[src/rtl/priority_event_encoder.sv]
// -----------------------------------------------------------------------------
// priority_event_encoder
//
// Registered event front-end. It catches rising edges on N request lines in
// sticky pending bits and presents one pending index at a time on a
// valid/ready port. An accepted index clears its pending bit. The selection
// policy is fixed at build time:
//   RR_MODE = 0 : fixed priority, highest set index wins.
//   RR_MODE = 1 : round-robin. The search runs downward with wrap, starting
//                 just below the last accepted index.
//
// Parameters
//   N        number of request lines (2..64)
//   RR_MODE  0 = fixed priority, 1 = round-robin
//   W        index width, derived from N (localparam)
//
// Ports
//   clk        in   rising-edge clock
//   rst        in   synchronous active-high reset, overrides every other input
//   req_in     in   [N]  request lines; a 0->1 transition registers one event
//   clear_all  in   synchronous flush of pending bits, out_valid and overflow
//   out_ready  in   consumer takes out_idx this cycle
//   out_valid  out  out_idx holds a pending event
//   out_idx    out  [W]  index being presented
//   pending    out  [N]  sticky pending bits
//   overflow   out  sticky: an edge arrived on a bit that was already pending
//
// Every output is driven straight from a register. No input reaches an
// output through combinational logic.
// -----------------------------------------------------------------------------
module priority_event_encoder #(
  parameter int N       = 8,
  parameter bit RR_MODE = 1'b0,
  localparam int W      = (N > 1) ? $clog2(N) : 1
) (
  input  logic         clk,
  input  logic         rst,
  input  logic [N-1:0] req_in,
  input  logic         clear_all,
  input  logic         out_ready,
  output logic         out_valid,
  output logic [W-1:0] out_idx,
  output logic [N-1:0] pending,
  output logic         overflow
);

  // Highest set index of p. Returns 0 when p is empty; the caller does not
  // use the result in that case.
  function automatic logic [W-1:0] sel_fixed(input logic [N-1:0] p);
    logic [W-1:0] s;
    s = '0;
    for (int i = 0; i < N; i++) begin
      if (p[i]) s = W'(i);
    end
    return s;
  endfunction

  // Round-robin pick. The search visits from-1, from-2, ... with wrap and ends
  // on 'from' itself. The loop runs from the farthest candidate (k = N) to the
  // nearest (k = 1). The last hit to be written is therefore the first one in
  // search order.
  function automatic logic [W-1:0] sel_rr(input logic [N-1:0] p,
                                          input logic [W-1:0] from);
    logic [W-1:0] s;
    logic [W-1:0] pos;
    s = '0;
    for (int k = N; k >= 1; k--) begin
      pos = W'((int'(from) + N - k) % N);
      if (p[pos]) s = pos;
    end
    return s;
  endfunction

  logic [N-1:0] req_q;
  logic         armed;
  logic [W-1:0] last;

  logic [N-1:0] rise;
  logic         acc;
  logic [N-1:0] acc_mask;
  logic [N-1:0] pending_next;
  logic         overflow_next;
  logic [W-1:0] last_next;
  logic [W-1:0] sel;
  logic         hold;

  // ---- next-state: edge detect, pending update, selection ----
  always_comb begin
    // armed is low for the first cycle after reset. A line that is still high
    // when reset is released is loaded into req_q as a level, and it does not
    // count as a fresh edge.
    rise = req_in & ~req_q & {N{armed}};
    acc  = out_valid & out_ready;

    acc_mask = '0;
    if (acc) acc_mask[out_idx] = 1'b1;

    // A new edge takes priority over an accept of the same bit. The event is
    // then presented again, and it does not count as an overflow.
    if (clear_all) begin
      pending_next  = '0;
      overflow_next = 1'b0;
    end else begin
      pending_next  = (pending & ~acc_mask) | rise;
      overflow_next = overflow | (|(rise & pending & ~acc_mask));
    end

    // The pointer moves in the same cycle as the accept. This lets the pick
    // made in this cycle start just below the index that was just taken.
    last_next = acc ? out_idx : last;

    if (RR_MODE) sel = sel_rr(pending_next, last_next);
    else         sel = sel_fixed(pending_next);

    // While an offer is outstanding it stays stable, even if a higher-priority
    // event arrives in the meantime.
    hold = out_valid & ~out_ready & ~clear_all;
  end

  // ---- state / output registers ----
  always_ff @(posedge clk) begin
    if (rst) begin
      req_q     <= '0;
      armed     <= 1'b0;
      pending   <= '0;
      overflow  <= 1'b0;
      last      <= '0;
      out_valid <= 1'b0;
      out_idx   <= '0;
    end else begin
      req_q    <= req_in;
      armed    <= 1'b1;
      pending  <= pending_next;
      overflow <= overflow_next;
      last     <= last_next;
      if (!hold) begin
        out_valid <= |pending_next;
        // When nothing is pending, out_idx keeps its last value.
        if (|pending_next) out_idx <= sel;
      end
    end
  end

endmodule

[config.mk]
export PLATFORM = sky130hd
export DESIGN_NAME = priority_event_encoder
export DESIGN_NICKNAME = d
export VERILOG_FILES = /design/src/rtl/priority_event_encoder.sv
export SDC_FILE = /design/constraint.sdc
export NUM_CORES = 1
export LEC_CHECK = 0
export BUFFER_PORTS_ARGS = -buffer_cell sky130_fd_sc_hd__buf_2
export CORE_MARGIN = 2
export CORE_UTILIZATION = 47
export CTS_CLUSTER_SIZE = 20
export DETAILED_ROUTE_END_ITERATION = 16
export MAX_ROUTING_LAYER = met4
export PLACE_DENSITY = 0.7
export SYNTH_ARGS = -nofsm -noshare
export SYNTH_HDL_FRONTEND = slang
export SYNTH_SLANG_ARGS = --single-unit
[constraint.sdc]
create_clock -name clk -period 1.59 [get_ports clk]
set_input_delay 0.159 -clock clk [delete_from_list [all_inputs] [get_ports clk]]
set_output_delay 0.159 -clock clk [all_outputs]
set_load 0.05 [all_outputs]
Yosys cells after proc, flatten, opt, wreduce, memory -nomap -nowiden
Cells that the tools add are included.

Register bits after elaboration: 22.

Reductions and logical operators: 5. Bitwise operators: 15. Magnitude comparators: 2. Multiplexer cells: 12.

Operators by type and width (number): 8-bit bitwise AND (5); 3-bit two-way mux (6); 8-bit two-way mux (2); 8-bit NOT (2); 8-bit OR reduction (2); 8-bit OR (1); 3-bit by 4-bit < comparator with 1-bit output (second input constant) (1); 1-bit bitwise AND (3); 1-bit demux with 3-bit select (1); 3-bit by 1-bit greater-or-equal comparator with 1-bit output (second input constant) (1); 1-bit two-way mux (3); 1-bit NOT (3); 2-bit AND reduction (1); 2-bit OR reduction (1); 1-bit logical AND (1); 1-bit OR (1).

Logic depth before layout (Yosys ltp)
Depth after elaboration: 16. Gate-level depth with buffers: 7.

Worst setup path before layout
Ideal clock, no wire load.

Path kind: reg-to-reg. Start point: reg out_valid. End point: reg out_idx[1]. Stages on the path, launching flop included: 7. Setup time: 87 ps. Arrival time: 1960 ps. Path slack: -457 ps. Cell sequence: dfxtp_1 -> nand3_2 -> a21oi_1 -> o211ai_2 -> o41ai_4 -> nand3_1 -> o31ai_1.

Word-level cells in the longest chain between the ends: 12.

RTL lines: start, declared (RTL line 41) `output logic out_valid,`; start signal, assigned (RTL line 137) `out_valid <= |pending_next;`; 1-bit bitwise AND (RTL line 93) `acc = out_valid & out_ready;`; 8-bit two-way mux (RTL line 96) `if (acc) acc_mask[out_idx] = 1'b1;`; 8-bit NOT (RTL line 104) `pending_next = (pending & ~acc_mask) | rise;`; 8-bit bitwise AND (RTL line 104); 8-bit OR (RTL line 104); 8-bit two-way mux (RTL line 100) `if (clear_all) begin`; 3-bit two-way mux (6 in a row) (RTL line 53) `if (p[i]) s = W'(i);`; end signal, assigned (RTL line 139) `if (|pending_next) out_idx <= sel;`; end, declared (RTL line 42) `output logic [W-1:0] out_idx,`.

Parallel ways exist; a longest one is shown, timed or not. A chain may end at the register's enable or synchronous reset.

Final worst setup path
Start point: reg armed. End point: reg out_idx[1].

Word-level cells in the longest chain between the ends: 9.

RTL lines: start, declared (RTL line 75) `logic armed;`; start signal, assigned (RTL line 124) `armed <= 1'b0;`; start signal, assigned (RTL line 132) `armed <= 1'b1;`; 8-bit bitwise AND * (RTL line 92) `rise = req_in & ~req_q & {N{armed}};`; 8-bit OR * (RTL line 104); 8-bit two-way mux * (RTL line 100); 3-bit two-way mux (6 in a row) (RTL line 53).

Mark *: on every way between the ends. The rest lies on a longest branch, timed or not.

==> flow_summary.yaml <==
status:
  status: "complete, but fails checks"
  violations: "negative setup slack"
timing:
  setup_viol: 5
  finalMaxSlewViolations: 0
  finalWorstSetupSlack_ns: -0.144
  worst_clock_skew_ns: 0.00569
  timing.hold.ws_ns: 0.0627
  rsz0062_at_grt: "yes"
  tightest_slew_ns: 0.423
  hold_violations: 0
  final.setup.tns_ns: -0.615
  period_needed_ns: 1.73
  period_share_pct: 109
  maxClockFrequency_mhz: 577
  slew_headroom_pct: 71.6
power_and_ir_drop:
  power.total_w: 0.00125
  p_leak_nw: 0.651
  power_density_mw_per_mm2: 852
  irDropWorstVdd_v: 0.000785
clock_tree:
  cts_hold_buf: 0
  clk_pin_slew_worst_paths_ns: 0.13
  clkSinkCount: 22
  cts-htree-levels: 1
  clockBufferDepth: 2
  numCtsBuffers: 3
  clock_latency_ns: 0.31
  cts_tree: "yes"
  cts_root_buf: "clkbuf_4"
placement:
  gp_congestion: 0.910
  dpl.cell_count: 191
  place.detailed.hpwl_um: 2170
  io_buffers: 24
yosys:
  ys_top_cells_by_area: "dfxtp_1, a21oi_1, nor2b_1"
  synth_fp_nets: 136
  synth_area_mm2: 0.00109
  yosys.area.top_type: "dfxtp_1"
  synth-edff-count: 0
  async_flop_share_pct: 0
  yosysSeqAreaShare_pct: 40.2
  synth-seq-cells: 22
  synth_top_area_share_pct: 40.2
  syn_inst: 124
  ys.flop_type: "dfxtp_1"
  yosysWarnings: 0
  synth_cell_types: 37
  syn_area_per_cell_um2: 8.83
routing:
  vias_per_cell: 5.40
  ant_nets: 0
  drc_errors: 0
  wirelength_um: 2670
  wl_per_cell_um: 13.6
  vias: 1058
  drtIter0Drc: 19
  detail_route.first_pass.iterations: 4
finish:
  antenna_cells: 0
  synthToLayoutAreaGrowth_pct: 34.5
  post-route-util_pct: 66.6
  fin_cells: 196
  layout.nets: 181
  drive_gt1_share_pct: 41.1
critical_path:
  path_max_fanout: 7
  cp-end-kind: "register"
  cp-start-kind: "register"
  cp_top_family: "compound AO/OA/AOI/OAI gates"
  slowest_stage: "o41ai_4"
  worst-setup-path-type: "reg -> reg"
  crit_required_ns: 1.82
  crit_arrival_ns: 1.96
  worstPathBufferInverterCount: 1
  path_cells: "buf_4 > and3b_1 > a21oi_2 > o211ai_2 > o41ai_4 > nand3_1 > o31ai_1"
  slowest_delay_ns: 0.43
grt:
  grt_pass1_wl_um: 4600
  grt-ovfl-total: 0
  grt_pass1_vias: 1018
  grt_max_degree: 13
  antenna_found_initial: 0
  grtUsageTotal_pct: 23.6
die:
  die_h_um: 52.3
  die_w_um: 52.3
  initial_core_util_pct: 49.5
  fp.coreArea_mm2: 0.00221
  rows: 17
  dieArea_mm2: 0.00273
  io_pins: 25
run:
  max-cap-violations: 0
worst_hold_path:
  hold_path_class: "in -> reg"
[cell families (layout without fill, tap and decap cells)]
group | count (synthesis) | after routing | share of synthesized area [%]
compound gates | 39 | 39 | 26.3
simple gates | 56 | 56 | 30.4
buf+inv | 7 | 51 | 3.09
flops | 22 | 22 | 40.2
[per-layer routing]
metal  routed length (µm)  track usage (%)
met1                 1230             31.0
met5                    0                -
met4                   58             9.40
met2                 1290             36.5
met3                   90             3.43
[flip-flops by register name, summed over array words and instances (netlist names)]
name and count:
out_idx 3, pending 8, armed 1, req_q 8, out_valid 1, overflow 1
[per-stage QoR]
stage | setup slack (ns) | instance area (µm²)
final | -0.144 | 1470
after global routing | -0.260 | 1470
after CTS | -0.119 | 1470
after detailed placement | -0.141 | 1400
after global placement | -0.0866 | 1400
after floorplan | -0.158 | 1130
[power breakdown]
part           internal (W)  switching [W]  total [W]
logic              0.000138       0.000191   0.000329
registers          0.000580      0.0000303   0.000611
clock network      0.000140       0.000175   0.000315
total              0.000859       0.000396    0.00125
[worst paths after layout]
path	start	to	slack (ns)	depth (start not counted)
max reg2reg	armed	out_idx[1]	-0.14	7
max	armed	out_idx[1]	-0.14	7
min reg2reg	out_idx[0]	out_idx[0]	0.53	2
min	req_in[5]	req_q[5]	0.06	2
[worst reg2reg max path: cells and delay by family, from the launching register on]
family | cells | cell delay (ns)
AOI/OAI and AO/OA | 4 | 0.81
buffers and inverters | 1 | 0.14
DFF | 1 | 0.38
and+or+nand+nor | 2 | 0.32
[layout by cell type (no fill, tap or decap), drive strengths merged, types with 2 or more instances in the layout]
cell type and instances:
buf 43, dfxtp 22, a21oi 16, nor2 13, nand2 9, nor2b 9
and3b 5, nand3b 5, inv 4, o211ai 4, nand3 4, clkbuf 4
o21ai 4, nand2b 3, a211oi 3, or2 3, a21boi 2, o21a 2
nor3 2, and2 2, o22ai 2
[area by class of cell]
cell class | count | area, µm²
Inverter | 4 | 15.0
Tap cell | 28 | 35.0
Multi-Input combinational cell | 95 | 658
Fill cell | 198 | 739
Sequential cell | 22 | 462
Clock buffer | 4 | 36.3
Timing Repair Buffer | 43 | 267
[timing repair]
| item | in CTS | in global routing |
|---|---|---|
| setup buffers | 1 | 0 |
| hold endpoints to repair | 0 | 0 |
| gates resized for setup | 5 | 3 |
| pin swaps | 4 | 5 |
| endpoints found under the setup margin | 5 | 5 |
[cells in the mapped netlist, types with 3 or more instances]
| cell | instances |
|---|---|
| nor2_1 | 13 |
| nand3_1 | 3 |
| and3b_1 | 5 |
| inv_1 | 4 |
| nand2_1 | 9 |
| nor2b_1 | 9 |
| nand2b_1 | 3 |
| nand3b_1 | 3 |
| a21oi_1 | 15 |
| dfxtp_1 | 22 |
| o211ai_1 | 3 |
| o21ai_0 | 3 |
Power figures use the tool's default switching activity.
